### src/rtl/wisc_br_pkg.sv
// Shared definitions for the flag-based branch controller: condition codes,
// controller states and flag bit positions.
package wisc_br_pkg;

  localparam int FLAG_Z = 2;
  localparam int FLAG_V = 1;
  localparam int FLAG_N = 0;

  typedef enum logic [2:0] {
    CCC_NEQ    = 3'b000,
    CCC_EQ     = 3'b001,
    CCC_GT     = 3'b010,
    CCC_LT     = 3'b011,
    CCC_GTE    = 3'b100,
    CCC_LTE    = 3'b101,
    CCC_OVFL   = 3'b110,
    CCC_UNCOND = 3'b111
  } ccc_e;

  typedef enum logic [1:0] {
    ST_RUN   = 2'b00,
    ST_STALL = 2'b01,
    ST_FLUSH = 2'b10
  } state_e;

endpackage

### src/rtl/branch_cond_eval.sv
// Combinational branch condition evaluator: maps a condition code and a
// Z,V,N flag vector to a taken/not-taken decision.
module branch_cond_eval
  import wisc_br_pkg::*;
(
  input  logic [2:0] i_ccc,
  input  logic [2:0] i_flags,
  output logic       o_taken
);

  logic w_z;
  logic w_v;
  logic w_n;

  assign w_z = i_flags[FLAG_Z];
  assign w_v = i_flags[FLAG_V];
  assign w_n = i_flags[FLAG_N];

  always_comb begin
    o_taken = 1'b0;
    case (ccc_e'(i_ccc))
      CCC_NEQ:    o_taken = ~w_z;
      CCC_EQ:     o_taken = w_z;
      CCC_GT:     o_taken = ~w_z & ~w_n;
      CCC_LT:     o_taken = w_n;
      CCC_GTE:    o_taken = w_z | (~w_z & ~w_n);
      CCC_LTE:    o_taken = w_z | w_n;
      CCC_OVFL:   o_taken = w_v;
      CCC_UNCOND: o_taken = 1'b1;
      default:    o_taken = 1'b0;
    endcase
  end

endmodule

### src/rtl/flag_branch_ctrl.sv
// Branch resolution controller for the ID stage with a Z,V,N flag register.
// Define FLAG_FORWARD_EN to forward EX flag writes instead of stalling.
module flag_branch_ctrl
  import wisc_br_pkg::*;
#(
  parameter int PC_W = 16
) (
  input  logic            clk,
  input  logic            rst_n,
  input  logic            br_valid_id,
  input  logic [2:0]      br_ccc,
  input  logic [PC_W-1:0] br_target,
  input  logic            ex_valid,
  input  logic [2:0]      flag_we_ex,
  input  logic [2:0]      flag_new_ex,
  output logic            stall_out,
  output logic            flush_out,
  output logic            pc_redirect,
  output logic [PC_W-1:0] pc_target,
  output logic [2:0]      flags
);

  state_e          r_state;
  state_e          w_next;
  logic [2:0]      r_flags;
  logic [2:0]      w_flagWe;
  logic [2:0]      w_fwdFlags;
  logic [2:0]      w_evalFlags;
  logic            w_taken;
  logic            w_decide;
  logic            r_redirect;
  logic            r_flush;
  logic [PC_W-1:0] r_target;

  // Flag register input: bits written by EX take the new value, others hold.
  assign w_flagWe   = {3{ex_valid}} & flag_we_ex;
  assign w_fwdFlags = (w_flagWe & flag_new_ex) | (~w_flagWe & r_flags);

`ifdef FLAG_FORWARD_EN
  assign w_evalFlags = (r_state == ST_RUN) ? w_fwdFlags : r_flags;
  assign stall_out   = 1'b0;
`else
  logic w_hazard;
  logic w_stall;

  assign w_hazard    = br_valid_id & ex_valid & (|flag_we_ex) & (br_ccc != CCC_UNCOND);
  assign w_evalFlags = r_flags;
  assign stall_out   = w_stall & rst_n;
`endif

  branch_cond_eval u_cond (
    .i_ccc   (br_ccc),
    .i_flags (w_evalFlags),
    .o_taken (w_taken)
  );

  always_comb begin
    w_next   = r_state;
    w_decide = 1'b0;
`ifndef FLAG_FORWARD_EN
    w_stall  = 1'b0;
`endif
    case (r_state)
      ST_RUN: begin
        if (br_valid_id) begin
`ifdef FLAG_FORWARD_EN
          w_decide = 1'b1;
`else
          if (w_hazard) begin
            w_stall = 1'b1;
            w_next  = ST_STALL;
          end else begin
            w_decide = 1'b1;
          end
`endif
        end
      end
      // The held branch resolves against flags that already include the EX write.
      ST_STALL: begin
        w_decide = 1'b1;
        w_next   = ST_RUN;
      end
      ST_FLUSH: w_next = ST_RUN;
      default:  w_next = ST_RUN;
    endcase
    if (w_decide && w_taken) begin
      w_next = ST_FLUSH;
    end
  end

  always_ff @(posedge clk or negedge rst_n) begin
    if (!rst_n) begin
      r_state    <= ST_RUN;
      r_flags    <= 3'b000;
      r_redirect <= 1'b0;
      r_flush    <= 1'b0;
      r_target   <= '0;
    end else begin
      r_state    <= w_next;
      r_flags    <= w_fwdFlags;
      r_redirect <= (w_next == ST_FLUSH);
      r_flush    <= (w_next == ST_FLUSH);
      if (w_next == ST_FLUSH) begin
        r_target <= br_target;
      end
    end
  end

  assign pc_redirect = r_redirect;
  assign flush_out   = r_flush;
  assign pc_target   = r_target;
  assign flags       = r_flags;

endmodule

### config.mk
export PLATFORM = sky130hd
export DESIGN_NAME = flag_branch_ctrl
export DESIGN_NICKNAME = d
export VERILOG_FILES = /design/src/rtl/wisc_br_pkg.sv /design/src/rtl/branch_cond_eval.sv /design/src/rtl/flag_branch_ctrl.sv
export SDC_FILE = /design/constraint.sdc
export NUM_CORES = 1
export LEC_CHECK = 0
export ABC_AREA = 1
export ABC_CLOCK_PERIOD_IN_PS = 1480
export CAP_MARGIN = 5
export CORE_MARGIN = 3
export CORE_UTILIZATION = 35
export CTS_BUF_LIST = sky130_fd_sc_hd__clkbuf_8 sky130_fd_sc_hd__clkbuf_16
export CTS_CLUSTER_SIZE = 8
export DETAILED_ROUTE_END_ITERATION = 8
export PLACE_DENSITY = 0.79
export SETUP_SLACK_MARGIN = 0.2
export SLEW_MARGIN = 5
export SYNTH_ARGS = -nofsm -noshare
export SYNTH_HDL_FRONTEND = slang
export SYNTH_HIERARCHICAL = 1
export SYNTH_SLANG_ARGS = --single-unit
export TNS_END_PERCENT = 20
### constraint.sdc
create_clock -name clk -period 1.48 [get_ports clk]
set_input_delay 0.296 -clock clk [delete_from_list [all_inputs] [get_ports clk]]
set_output_delay 0.296 -clock clk [all_outputs]
set_load 0.01 [all_outputs]
After elaboration in Yosys (flattened, before gate mapping)
Index checks and enable logic that the tools add are counted.
Operators by class
  bitwise operators: 14
  reduce and logical (&&, ||, !) cells: 4
  muxes and demuxes: 11
  eq/ne operators: 10
Operators with widths (count)
  3-bit == test, second input constant: 4
  3-bit bitwise AND: 3
  2-bit 2-to-1 mux: 4
  1-bit case mux with 8 select lines: 1
  3-bit by 2-bit == test with 1-bit output, second input constant: 2
  1-bit bitwise AND: 5
  1-bit 2-to-1 mux: 5
  3-bit by 1-bit == test with 1-bit output, second input constant: 1
  3-bit logical NOT: 1
  3-bit != test, second input constant: 1
  3-bit inverter: 1
  3-bit OR: 1
  3-bit OR reduction: 1
  2-bit by 1-bit == test with 1-bit output, second input constant: 1
  2-bit == test, second input constant: 1
  2-bit logical NOT: 1
  1-bit inverter: 2
  1-bit OR: 2
  1-bit case mux with 2 select lines: 1
  1-bit logical AND: 1
Storage, ports and cells
  flip-flop bits (word level): 22
  output and inout port bits: 22
  bits of input ports: 29
  logic and storage cells: 43

Depth between registers and ports, before layout
  depth after elaboration: 9
  gate-level depth with buffers: 12

By module
The synthesis kept the hierarchy.
By module, submodules not included
  flag_branch_ctrl: times used 1, cells an instance 101, area each 937.1 um2
  branch_cond_eval: times used 1, cells an instance 19, area each 76.3 um2

Least setup slack after synthesis
No wires, ideal clock.
  path kind: register -> register
  from: register (tool-made name)
  to: register r_target[10], in the netlist pc_target[10]
  slack: -0.093 ns
  stages on the path, launching flop included: 12
  data arrival time: 1.456 ns
  path buffers: 1
  data required time: 1.363 ns
  period minus slack after synthesis: 1.573 ns
  cells stage by stage: dfrtp_1 > nor2_1 > nand2_1 > nor2_1 > nor2_1 > nand2_1 > inv_1 > nor3_4 > nand2_4 > buf_6 > nand2_1 > nand2_1
RTL lines
  to (signal assigned): line flag_branch_ctrl.sv:104  | r_target <= br_target;
  to (decl): line flag_branch_ctrl.sv:33  | logic [PC_W-1:0] r_target;

==> results.py <==
metrics = {
    "clock_network": {
        "cts_hold_buffers": 0,
        "cts-root-buf": "clkbuf_8",
        "cts.sinks": 22,
        "cts_tree": "done",
        "clk_latency_ns": 0.26,
        "h-tree-depth": 1,
        "clkTransAtPathRegs_ns": 0.08,
        "cts_buffer_depth": 2,
        "cts_buffers": 3,
    },
    "logic_synthesis": {
        "yosysSeqAreaShare_pct": 54.3,
        "synthTopCellsByArea": "dfrtp_1, nand2_1, nand3_1",
        "ys_ff_latch": 22,
        "yosysWarnings": 6,
        "async_flop_share_pct": 100,
        "syn-cell-area_mm2": 0.00101,
        "synth.most_common_cell": "nand2_1",
        "ys.flop_type": "dfrtp_1",
        "synth.avg_cell_area_um2": 8.45,
        "synthTopCellsByCount": "nand2_1, dfrtp_1, nand3_1",
        "synth_fp_nets": 149,
        "synthCells": 120,
        "yosys.cell_types.count": 18,
        "yosys.area.top_type_share_pct": 54.3,
        "synth_top_area_cell": "dfrtp_1",
        "synth_enable_flop_cells": 0,
    },
    "timing": {
        "rsz0062_at_grt": "yes",
        "worstMarginPinSlew_ns": 0.277,
        "skew_ns": 0.00360,
        "fin_tns_setup_ns": -0.865,
        "period_share_pct": 105,
        "max_freq_mhz": 641,
        "hold_viol_final": 0,
        "drv_slew": 0,
        "hold_ws_ns": 0.380,
        "fin_crit_ns": 1.56,
        "relSlewSlack_pct": 81.5,
        "finalSetupViolations": 17,
        "setup_ws_ns": -0.0789,
    },
    "critical_path": {
        "max_stage_delay_ns": 0.43,
        "rrSetupSlack_ns": -0.08,
        "cp.depth": 11,
        "cp.required_ns": 1.68,
        "path_cells": "nor2_1 > nand2_1 > nor2_1 > nor2_1 > nand2_1 > inv_2 > nor3_4 > buf_6 > buf_6 > nand3_2 > nand2_1",
        "timing.rr.end": "pc_target[5]",
        "crit_slowest_cell": "dfrtp_1",
        "worstSetupStartpointType": "flop",
        "critPathKind": "flop to flop",
        "cp_num_buf_inv": 3,
        "cp_data_arrival_time_ns": 1.76,
        "r2r_cells": 11,
        "endpoint_kind": "flop",
        "cp_top_family": "simple AND/OR/NAND/NOR gates",
        "path_max_fanout": 5,
    },
    "global_route": {
        "met1_usage_pct": 20.6,
        "grt_max_degree": 23,
        "grt_util_met2_pct": 34.1,
        "gr-usage-met3_pct": 5.18,
        "grt_first_pass_wirelength_um": 4950,
        "grt_usage_pct": 18.5,
        "grt.overflow.total": 0,
        "antenna_found_initial": 0,
        "grt_busiest_layer": "met2",
        "grt_pass1_vias": 1140,
    },
    "job": {
        "maxCapViolCount": 0,
    },
    "cells_and_area": {
        "diodes": 0,
        "nNetsFinal": 216,
        "instances_no_fill": 216,
        "syn_to_final_growth_pct": 74.1,
        "final_util_pct": 67.5,
        "drive_gt1_share_pct": 24.2,
    },
    "floorplanning": {
        "die_x_um": 59.8,
        "fp.dieH_um": 59.8,
        "start_util_pct": 38.8,
        "row_count": 18,
        "core-area_mm2": 0.00261,
        "dieArea_mm2": 0.00358,
        "ioPinCount": 51,
    },
    "power_and_ir_drop": {
        "p_switching_mw": 0.713,
        "seq_power_share_pct": 39.0,
        "power_density_mw_per_mm2": 1280,
        "p_leak_nw": 0.931,
        "clockPowerShare_pct": 24.6,
        "ir_worst_vdd_mv": 1.20,
        "swShare_pct": 31.7,
        "intPower_mw": 1.54,
        "p_comb_share_pct": 36.4,
    },
    "status": {
        "outcome": "finished, violations left",
        "violations": "negative setup slack",
    },
    "drt": {
        "postRouteWirelength_um": 3100,
        "vias": 1047,
        "drt-wirelength-per-cell_um": 14.3,
        "drt_iter0_markers": 69,
        "first_pass_iters": 4,
        "viasPerCell": 4.85,
        "postRouteAntennaNets": 0,
        "drc": 0,
    },
    "placement": {
        "place.gp.congestion": 0.706,
        "dp_cells": 206,
        "hpwl_um": 2150,
        "port-buffer-count": 50,
    },
    "worst_hold_path": {
        "holdPathStages": 3,
        "worstHoldStart": "flag_we_ex[2]",
        "hold_class": "input pin to flop",
    },
}
[how the worst max path moves through the flow]
stage,slack [ns],to
after floorplan,-0.02,pc_target[10]
after global placement,-0.52,stall_out
after detailed placement,-0.57,stall_out
after CTS,-0.1,pc_target[7]
after global routing,-0.18,pc_target[5]
final,-0.08,pc_target[5]
[power groups by stage]
stage,registers (mW),logic (mW),clock network [mW]
3_3_place_gp,0.880,0.815,0
3_5_place_dp,0.886,0.840,0
2_1_floorplan,0.959,0.244,0
4_1_cts,0.876,0.790,0.566
5_1_grt,0.903,0.900,0.583
6_report,0.879,0.819,0.555
[cells in the final DEF (no fill, tap or decap), types with 2 or more instances in the layout]
cell type         n
a21oi_1           2
a31oi_1           2
buf_4            10
buf_6             5
clkbuf_8          3
clkdlybuf4s15_1   2
clkdlybuf4s50_1  21
dfrtp_1          22
dlygate4sd2_1    24
inv_1             7
inv_2             5
nand2_1          34
nand2_2           8
nand2_8           2
nand3_1          13
nand3_2           5
nor2_1           10
o21ai_0           2
[logic make-up after synthesis]
| group | count (synthesis) | share of synthesized area (%) |
|---|---|---|
| AOI/OAI and AO/OA | 6 | 3.21 |
| DFF | 22 | 54.3 |
| and+or+nand+nor | 76 | 34.9 |
| buffers and inverters | 16 | 7.53 |
[layer usage]
metal | part of all wire [%] | up-vias
met5 | 0 | -
li1 | - | 510
met2 | 54 | 41
met3 | 6.8 | 4
met1 | 38 | 492
met4 | 0.81 | 0
[through the flow]
stage / setup WS, ns / total power [mW] / cell area, um2
detailed placement: -0.574 / 1.73 / 1600
global route: -0.177 / 2.39 / 1760
CTS: -0.0982 / 2.23 / 1720
finish: -0.0789 / 2.25 / 1760
global placement: -0.524 / 1.70 / 1600
floorplan: -0.0204 / 1.20 / 1010
[repair_timing]
item,in CTS,in global routing
gates cloned,2,0
resized for setup,47,15
setup endpoints to repair,41,23
pin swaps,10,3
setup buffers,3,1
[tightest hold or removal path, cell delays in order]
cell and delay, ns:
dlymetal6s2s_1 0.11, buf_4 0.13, a31oi_1 0.07
[final cells by class]
class,instances,area [um2]
fillers,230,848
flip-flops and latches,22,551
inverters,12,45.0
well taps,30,37.5
repair buffers,65,594
clock inverters,1,30.0
clock buffers,3,41.3
multi-input cells,83,465
Note: power is estimated with default switching activity, not from simulation.
